`src/rtl/nibbler_pkg.sv`:
```
// rtl/nibbler_pkg.sv - shared opcodes, sequencer state type and jump classifier
package nibbler_pkg;

    localparam int PC_W_DEF = 12;

    localparam logic [3:0] OP_JC    = 4'd0;
    localparam logic [3:0] OP_JNC   = 4'd1;
    localparam logic [3:0] OP_CMPI  = 4'd2;
    localparam logic [3:0] OP_CMPM  = 4'd3;
    localparam logic [3:0] OP_LIT   = 4'd4;
    localparam logic [3:0] OP_IN    = 4'd5;
    localparam logic [3:0] OP_OUT   = 4'd6;
    localparam logic [3:0] OP_ST    = 4'd7;
    localparam logic [3:0] OP_JZ    = 4'd8;
    localparam logic [3:0] OP_JNZ   = 4'd9;
    localparam logic [3:0] OP_LD    = 4'd10;
    localparam logic [3:0] OP_ADDM  = 4'd11;
    localparam logic [3:0] OP_JMP   = 4'd12;
    localparam logic [3:0] OP_SUBM  = 4'd13;
    localparam logic [3:0] OP_NANDM = 4'd14;
    localparam logic [3:0] OP_NORM  = 4'd15;

    typedef enum logic [1:0] {
        FETCH = 2'd0,
        ADDR  = 2'd1,
        EXEC  = 2'd2
    } seq_state_t;

    // Jump-class opcodes carry a second byte holding the low 8 address bits.
    function automatic logic is_jump(input logic [3:0] op);
        return (op == OP_JC) || (op == OP_JNC) || (op == OP_JZ) ||
               (op == OP_JNZ) || (op == OP_JMP);
    endfunction

endpackage

```
`src/rtl/fetch_sequencer_program_counter.sv`:
```
// rtl/fetch_sequencer_program_counter.sv - program counter with increment, load and run enable
//
// Ports:
//   clk, reset      : clock, asynchronous active-high reset (clears pc to 0)
//   run             : 0 holds pc regardless of inc/load
//   inc             : pc <= pc + 1 (wraps modulo 2^PC_W)
//   load, load_val  : pc <= load_val; takes priority over inc
//   pc              : current program counter
module program_counter
    import nibbler_pkg::*;
#(
    parameter int PC_W = PC_W_DEF
) (
    input  logic            clk,
    input  logic            reset,
    input  logic            run,
    input  logic            inc,
    input  logic            load,
    input  logic [PC_W-1:0] load_val,
    output logic [PC_W-1:0] pc
);

    logic [PC_W-1:0] pc_q;
    logic [PC_W-1:0] pc_d;

    always_comb begin
        pc_d = pc_q;
        if (run) begin
            if (load) begin
                pc_d = load_val;
            end else if (inc) begin
                pc_d = pc_q + {{(PC_W-1){1'b0}}, 1'b1};
            end
        end
    end

    always_ff @(posedge clk or posedge reset) begin
        if (reset) begin
            pc_q <= '0;
        end else begin
            pc_q <= pc_d;
        end
    end

    assign pc = pc_q;

endmodule

```
`src/rtl/fetch_sequencer.sv`:
```
// rtl/fetch_sequencer.sv - instruction fetch / phase sequencer for the 4-bit CPU
//
// Ports:
//   clk, reset          : clock, asynchronous active-high reset
//   run                 : 1 advances, 0 freezes all state
//   rom_data / rom_addr : program ROM byte (combinational read) and its address (= pc)
//   load_pc, load_flag  : decoder strobes, honoured only in EXEC
//   c_in, z_in          : ALU flags captured on load_flag
//   i, oprnd            : opcode and operand nibbles of the instruction register
//   phase               : 1 during EXEC
//   c, z                : flag registers
//   pc                  : program counter
module fetch_sequencer
    import nibbler_pkg::*;
#(
    parameter int PC_W = PC_W_DEF
) (
    input  logic            clk,
    input  logic            reset,
    input  logic            run,
    input  logic [7:0]      rom_data,
    output logic [PC_W-1:0] rom_addr,
    input  logic            load_pc,
    input  logic            load_flag,
    input  logic            c_in,
    input  logic            z_in,
    output logic [3:0]      i,
    output logic [3:0]      oprnd,
    output logic            phase,
    output logic            c,
    output logic            z,
    output logic [PC_W-1:0] pc
);

    seq_state_t state_q, state_d;
    logic [7:0] ir_q, ir_d;
    logic [7:0] addr_lo_q, addr_lo_d;
    logic       c_q, c_d;
    logic       z_q, z_d;

    logic ir_we, addr_we, pc_inc, pc_load, flag_we;
    logic [PC_W-1:0] jump_target;

    // State register
    always_ff @(posedge clk or posedge reset) begin
        if (reset) begin
            state_q <= FETCH;
        end else begin
            state_q <= state_d;
        end
    end

    // Next-state logic
    always_comb begin
        state_d = state_q;
        if (run) begin
            case (state_q)
                FETCH:   state_d = is_jump(rom_data[7:4]) ? ADDR : EXEC;
                ADDR:    state_d = EXEC;
                EXEC:    state_d = FETCH;
                default: state_d = FETCH;
            endcase
        end
    end

    // Output / datapath-control decode; strobes only count in EXEC
    always_comb begin
        ir_we   = 1'b0;
        addr_we = 1'b0;
        pc_inc  = 1'b0;
        pc_load = 1'b0;
        flag_we = 1'b0;
        phase   = 1'b0;
        case (state_q)
            FETCH: begin
                ir_we  = 1'b1;
                pc_inc = 1'b1;
            end
            ADDR: begin
                addr_we = 1'b1;
                pc_inc  = 1'b1;
            end
            EXEC: begin
                phase   = 1'b1;
                pc_load = load_pc;
                flag_we = load_flag;
            end
            default: ;
        endcase
    end

    always_comb begin
        ir_d      = ir_q;
        addr_lo_d = addr_lo_q;
        c_d       = c_q;
        z_d       = z_q;
        if (run) begin
            if (ir_we)   ir_d      = rom_data;
            if (addr_we) addr_lo_d = rom_data;
            if (flag_we) begin
                c_d = c_in;
                z_d = z_in;
            end
        end
    end

    always_ff @(posedge clk or posedge reset) begin
        if (reset) begin
            ir_q      <= 8'h00;
            addr_lo_q <= 8'h00;
            c_q       <= 1'b0;
            z_q       <= 1'b0;
        end else begin
            ir_q      <= ir_d;
            addr_lo_q <= addr_lo_d;
            c_q       <= c_d;
            z_q       <= z_d;
        end
    end

    // Target is {operand nibble, second byte}; a non-jump load uses whatever addr_lo holds.
    always_comb begin
        jump_target = '0;
        jump_target[11:0] = {ir_q[3:0], addr_lo_q};
    end

    program_counter #(
        .PC_W(PC_W)
    ) u_program_counter (
        .clk      (clk),
        .reset    (reset),
        .run      (run),
        .inc      (pc_inc),
        .load     (pc_load),
        .load_val (jump_target),
        .pc       (pc)
    );

    assign rom_addr = pc;
    assign i        = ir_q[7:4];
    assign oprnd    = ir_q[3:0];
    assign c        = c_q;
    assign z        = z_q;

endmodule

```
`config.mk`:
```
export PLATFORM = sky130hd
export DESIGN_NAME = fetch_sequencer
export DESIGN_NICKNAME = d
export VERILOG_FILES = /design/src/rtl/nibbler_pkg.sv /design/src/rtl/fetch_sequencer_program_counter.sv /design/src/rtl/fetch_sequencer.sv
export SDC_FILE = /design/constraint.sdc
export NUM_CORES = 1
export LEC_CHECK = 0
export CORE_ASPECT_RATIO = 1.5
export CORE_MARGIN = 5
export CORE_UTILIZATION = 42
export CTS_CLUSTER_SIZE = 30
export DETAILED_ROUTE_END_ITERATION = 10
export GPL_ROUTABILITY_DRIVEN = 0
export PLACE_DENSITY = 0.82
export SLEW_MARGIN = 20
export SYNTH_ARGS = -nofsm -noshare
export SYNTH_HDL_FRONTEND = slang
export SYNTH_SLANG_ARGS = --single-unit
```
`constraint.sdc`:
```
create_clock -name clk -period 1.5 [get_ports clk]
set_clock_uncertainty 0.15 [all_clocks]
set_input_delay 0.45 -clock clk [delete_from_list [all_inputs] [get_ports clk]]
set_output_delay 0.45 -clock clk [all_outputs]
set_load 0.05 [all_outputs]
```
==> flow_metrics.env, run 1 <==
export IMPL_path_max_fanout=2
export IMPL_drtIter0Drc=65
export IMPL_hold_violations=0
export IMPL_dp_cells=252
export IMPL_syn_inst=156
export IMPL_synth_xor_area_share_pct=0.528
export IMPL_synth_top_area_cell="dfrtp_1"
export IMPL_finalSetupViolations=51
export IMPL_seq_area_um2=820
export IMPL_core_area_um2=3890
export IMPL_finalNonFillerCells=292
export IMPL_slew_headroom_pct=79.6
export IMPL_worstPathArrival_ns=1.14
export IMPL_die_area_um2=5330
export IMPL_drive_above_1_share_pct=74.5
export IMPL_p_per_area_nw_per_um2=2730
export IMPL_route_detailed_drc=0
export IMPL_peakVddDrop_v=0.00242
export IMPL_ys_warnings_count=0
export IMPL_multi_input_area_um2=1060
export IMPL_drt_pass1_iter_count=4
export IMPL_via_per_inst=5.76
export IMPL_clk_pin_slew_ns=0.07
export IMPL_synth_mux_area_share_pct=12.9
export IMPL_synth_fa_ha_area_share_pct=0.755
export IMPL_cts_tree="done"
export IMPL_critPathKind="reg2out"
export IMPL_cts_hold_buffers=0
export IMPL_n_fill_cell=130
export IMPL_rsz0062_at_grt="yes"
export IMPL_drtAntennaViolNets=0
export IMPL_grt_pass1_wl_um=8470
export IMPL_final_util_pct=90.2
export IMPL_yosys_cell_types_count=40
export IMPL_hold_class="in2async"
export IMPL_overflow=0
export IMPL_async_reset_ff_share_pct=100
export IMPL_grt_pass1_vias=1673
export IMPL_finalWorstSetupSlack_ns=-0.235
export IMPL_tns_ns=-4.85
export IMPL_violations="setup timing"
export IMPL_slew_violations=0
export IMPL_yosysSeqAreaShare_pct=48.3
export IMPL_cts_buffers=5
export IMPL_max_cap_violations=0
export IMPL_grt_max_degree=33
export IMPL_synth_top_family_by_area="simple AND/OR/NAND/NOR gates"
export IMPL_root_buffer="clkbuf_8"
export IMPL_syn_nets=172
export IMPL_cts_htree_levels=2
export IMPL_n_antenna_cell=0
export IMPL_area_growth_pct=112
export IMPL_layout_min_cycle_time_ns=1.74
export IMPL_clock_fmax_ghz=0.576
export IMPL_clock_latency_ns=0.30
export IMPL_final_nets=262
export IMPL_wirelength_um=6680
export IMPL_period_share_pct=116
export IMPL_grt_antenna_before_repair=0
export IMPL_place_hpwl_um=3280
export IMPL_start_kind="flip-flop"
export IMPL_ys_seq_elements=32
export IMPL_ys_top_cells_by_area="dfrtp_1 (48%), mux2_2 (13%), buf_4 (5.4%)"
export IMPL_yosysTopAreaCellShare_pct=48.3
export IMPL_cp_required_ns=0.90
export IMPL_rows=28
export IMPL_wl_per_cell_um=22.9
export IMPL_worst_pin_slew_ns=0.305
export IMPL_synth_area_um2=1660
export IMPL_synth_simple_gate_area_share_pct=14.6
export IMPL_clockBufferDepth=2
export IMPL_port_buffers=49
export IMPL_worstSetupEndpointType="output pin"
export IMPL_holdWs_ns=0.351
export IMPL_synth_compound_area_share_pct=14.0
export IMPL_synth_edff_count=0
export IMPL_leakagePower_nw=1.51
export IMPL_floorplan_initialDensity_pct=42.6
export IMPL_die_height_um=86.9
export IMPL_cts_sinks=32
export IMPL_reg2reg_setup_slack_ns=-0.19
export IMPL_syn_avg_cell_area_um2=10.6
export IMPL_ios=50
export IMPL_track_usage_pct=21.7
export IMPL_die_w_um=61.3
export IMPL_num_vias=1683
export IMPL_status="finished, violations left"
export IMPL_ys_flop_type="dfrtp_1"
critical path, cell delays in order (launching register included):
cell,delay (ns)
dfrtp_1,0.38
inv_2,0.05
buf_6,0.11
nor2_4,0.15
buf_12,0.15
registers in the layout, summed over array words and instances, names as in the netlist:
register / flops
z: 1
ir_q: 8
u_program_counter.pc: 12
c: 1
addr_lo_q: 8
state_q: 2
worst paths after layout:
kind                                endpoint    startpoint  cells after the start
min in group clk                addr_lo_q[1]  addr_lo_q[1]                      1
worst min register to register  addr_lo_q[1]  addr_lo_q[1]                      1
max in group asynchronous         state_q[0]         reset                      3
worst max-delay path                   phase    state_q[1]                      4
worst max register to register       ir_q[5]    state_q[0]                      6
worst min-delay path                 ir_q[1]         reset                      3
per-stage QoR:
step                      total power, mW  instance area (um2)  setup slack [ns]
after floorplan                      4.48                 1730            -0.135
after global placement               6.92                 2690            -0.599
after detailed placement             7.04                 2690            -0.640
after CTS                            8.58                 3100            -0.198
after global routing                 9.91                 3510            -0.294
final                                9.57                 3510            -0.235
logic make-up after synthesis:
logic type	after synthesis
flops	32
xor+xnor	1
mux	19
fa+ha+maj	1
simple gates	43
buf+inv	23
compound gates	37
synthesized netlist by cell type (2+ instances only):
cell,instances
buf_4,12
nor2_1,5
a2bb2oi_1,2
o22ai_1,3
nand2_1,10
dfrtp_1,32
a21oi_1,11
o31ai_1,2
o21ai_0,8
o2bb2ai_1,2
inv_1,2
mux2_2,19
buf_2,7
nand2b_1,3
nand3_1,7
a31oi_1,2
nand4_1,4
and3_1,3
report_power, final:
part	internal, mW	total, mW	switching [mW]
Sequential	1.32	1.79	0.470
Clock	0.586	0.924	0.338
Combinational	3.45	6.86	3.40
what timing repair did:
action / 4_1_cts / 5_1_grt
pin swaps: 9 / 20
gates cloned: 1 / 4
resized for setup: 35 / 65
endpoints found under the setup margin: 60 / 55
buffers inserted: 20 / 9
placed cells by master (no fill, tap or decap), types with 3 or more instances in the layout:
cell type / instances
buf_12: 38
buf_4: 27
buf_6: 21
dfrtp_1: 17
dfrtp_2: 15
mux2_2: 10
a21oi_2: 9
mux2_4: 9
clkdlybuf4s50_1: 9
nand2_1: 7
clkbuf_8: 7
nand4_1: 4
o21ai_2: 4
o22ai_2: 3
nand3_1: 3
o21ai_1: 3
clkbuf_16: 3
dlymetal6s2s_1: 3
final cells by class:
| type | instances | area share (%) |
|---|---|---|
| clock buffer | 7 | 2.75 |
| clock inverter | 1 | 0.856 |
| timing repair buffer | 104 | 41.0 |
| multi-input combinational | 101 | 30.3 |
| inverter | 2 | 0.214 |
| sequential | 32 | 23.4 |
| tap | 45 | 1.61 |
routing by layer:
metal / up-vias / share of wire (%) / track usage (%)
met3: 22 / 4.1 / 3.86
li1: 735 / - / -
met2: 63 / 57 / 37.9
met4: 0 / 3.5 / 10.7
met1: 863 / 36 / 24.3
met5: - / 0 / 0
Power figures use the tool's default switching activity.
==> run 2, diff against run 1 <==
--- a/config.mk
+++ b/config.mk
@@ -11,7 +11,9 @@
 export CTS_CLUSTER_SIZE = 30
 export DETAILED_ROUTE_END_ITERATION = 10
 export GPL_ROUTABILITY_DRIVEN = 0
+export MAX_ROUTING_LAYER = met4
 export PLACE_DENSITY = 0.82
+export RECOVER_POWER = 50
 export SLEW_MARGIN = 20
 export SYNTH_ARGS = -nofsm -noshare
 export SYNTH_HDL_FRONTEND = slang
==> flow_metrics.env, run 2 (synthesis gave the netlist of run 1 again) <==
export IMPL_status="finished, violations left"
export IMPL_violations="setup timing"
export IMPL_finalSetupViolations=54
export IMPL_holdPathStages=1
export IMPL_max_stage_delay_ns=0.38
export IMPL_finalNonFillerCells=292
export IMPL_cts_htree_levels=2
export IMPL_worstSetupEndpointType="output pin"
export IMPL_grt_pass1_wl_um=8420
export IMPL_final_nets=262
export IMPL_period_share_pct=116
export IMPL_n_antenna_cell=0
export IMPL_crit_chain="inv_2 > buf_6 > nor2_4 > buf_12"
export IMPL_layout_min_cycle_time_ns=1.73
export IMPL_root_buffer="clkbuf_8"
export IMPL_holdCritStartpoint="addr_lo_q[1]"
export IMPL_clockBufferDepth=2
export IMPL_slew_violations=0
export IMPL_cts_buffers=5
export IMPL_core_area_um2=3890
export IMPL_drtIter0Drc=91
export IMPL_reg2reg_setup_slack_ns=-0.22
export IMPL_dp_cells=252
export IMPL_wl_per_cell_um=24.0
export IMPL_hold_end="addr_lo_q[1]"
export IMPL_place_hpwl_um=3280
export IMPL_hold_class="reg2reg"
export IMPL_die_area_um2=5330
export IMPL_reg2regPathDepth=6
export IMPL_cpMaxStageDelayCell="dfrtp_1"
export IMPL_start_kind="flip-flop"
export IMPL_cts_tree="done"
export IMPL_cts_hold_buffers=0
export IMPL_grt_pass1_vias=1680
export IMPL_rows=28
export IMPL_via_per_inst=5.85
export IMPL_hold_violations=0
export IMPL_track_usage_pct=22.2
export IMPL_ios=50
export IMPL_clock_fmax_ghz=0.577
export IMPL_layout_common_cells="buf_12 (37), buf_4 (27), buf_6 (21)"
export IMPL_design_area_um2=3500
export IMPL_worstPathArrival_ns=1.13
export IMPL_drt_pass1_iter_count=4
export IMPL_largest_reg_flops=12
export IMPL_r2r_start="state_q[0]"
export IMPL_cts_sinks=32
export IMPL_critPathKind="reg2out"
export IMPL_r2r_end="ir_q[5]"
export IMPL_max_cap_violations=0
export IMPL_area_growth_pct=111
export IMPL_crit_buf_inv=3
export IMPL_rsz0062_at_grt="yes"
export IMPL_die_w_um=61.3
export IMPL_drive_above_1_share_pct=74.9
export IMPL_finalWorstSetupSlack_ns=-0.234
export IMPL_floorplan_initialDensity_pct=42.6
export IMPL_n_fill_cell=139
export IMPL_leakagePower_nw=1.50
export IMPL_port_buffers=49
export IMPL_place_area_um2=2690
export IMPL_route_detailed_drc=0
export IMPL_grt_max_degree=33
export IMPL_slew_headroom_pct=50.4
export IMPL_drtAntennaViolNets=0
export IMPL_path_max_fanout=2
export IMPL_grt_antenna_before_repair=0
export IMPL_crit_family="flip-flops"
export IMPL_top_regs="u_program_counter.pc: 12 flops, addr_lo_q: 8 flops, ir_q: 8 flops"
export IMPL_peakVddDrop_v=0.00253
export IMPL_die_height_um=86.9
export IMPL_wirelength_um=7000
export IMPL_largest_register="u_program_counter.pc"
export IMPL_cp_required_ns=0.90
export IMPL_clock_latency_ns=0.31
export IMPL_final_common_cell="buf_12"
export IMPL_overflow=0
export IMPL_clk_pin_slew_ns=0.07
export IMPL_num_vias=1708
export IMPL_worst_pin_slew_ns=0.743
export IMPL_power_total_mw=9.65
export IMPL_p_per_area_nw_per_um2=2760
-- run 2: cell types whose count changed in the layout (fill, tap and decap cells not counted) --
cell / change
nand2b_4: +1
buf_12: -1
buf_2: +1
nand2b_1: -1
-- run 2: through the flow --
step                hold slack [ns]  worst slack (ns)  utilization [%]  TNS (ns)
global placement              0.321            -0.599             69.2    -15.10
floorplan                     0.311            -0.135                -     -1.23
detailed placement            0.343            -0.640             69.2    -16.25
finish                        0.357            -0.234             90.0     -5.59
global route                  0.387            -0.278             90.0     -7.80
CTS                           0.359            -0.198             79.8     -2.97
-- run 2: cell type report --
class | count | area, um2 | area share, %
tap | 45 | 56.3 | 1.61
timing repair buffer | 104 | 1420 | 40.6
clock buffer | 7 | 96.3 | 2.75
sequential | 32 | 820 | 23.4
clock inverter | 1 | 30.0 | 0.858
multi-input combinational | 101 | 1070 | 30.5
inverter | 2 | 7.51 | 0.215
-- run 2: worst max path at each step --
stage | end | slack (ns) | cells after the start | startpoint
6_report | phase | -0.23 | 4 | state_q[1]
3_5_place_dp | ir_q[3] | -0.64 | 6 | load_pc
5_1_grt | phase | -0.28 | 4 | state_q[1]
2_1_floorplan | ir_q[1] | -0.14 | 5 | state_q[0]
4_1_cts | phase | -0.20 | 3 | state_q[0]
3_3_place_gp | ir_q[3] | -0.60 | 6 | load_pc
-- run 2: where the power goes --
group | switching, mW | total (mW) | leakage, nW | internal [mW]
registers | 0.496 | 1.82 | 0.366 | 1.32
clock network | 0.358 | 0.945 | 0.0645 | 0.586
logic | 3.42 | 6.89 | 1.07 | 3.47
-- run 2: per-layer routing --
layer	wire [um]	vias up	global-route usage, %
met5	0	-	-
met4	350	0	10.8
met3	307	39	3.86
met2	3720	94	37.6
met1	2620	842	24.3
li1	-	733	-
-- run 2: repair_timing --
item	in CTS	in global routing
resized for setup	35	66
buffers inserted	20	9
pin swaps	9	19
gates cloned	1	4
endpoints found under the setup margin	60	55
hold endpoints to repair	0	0
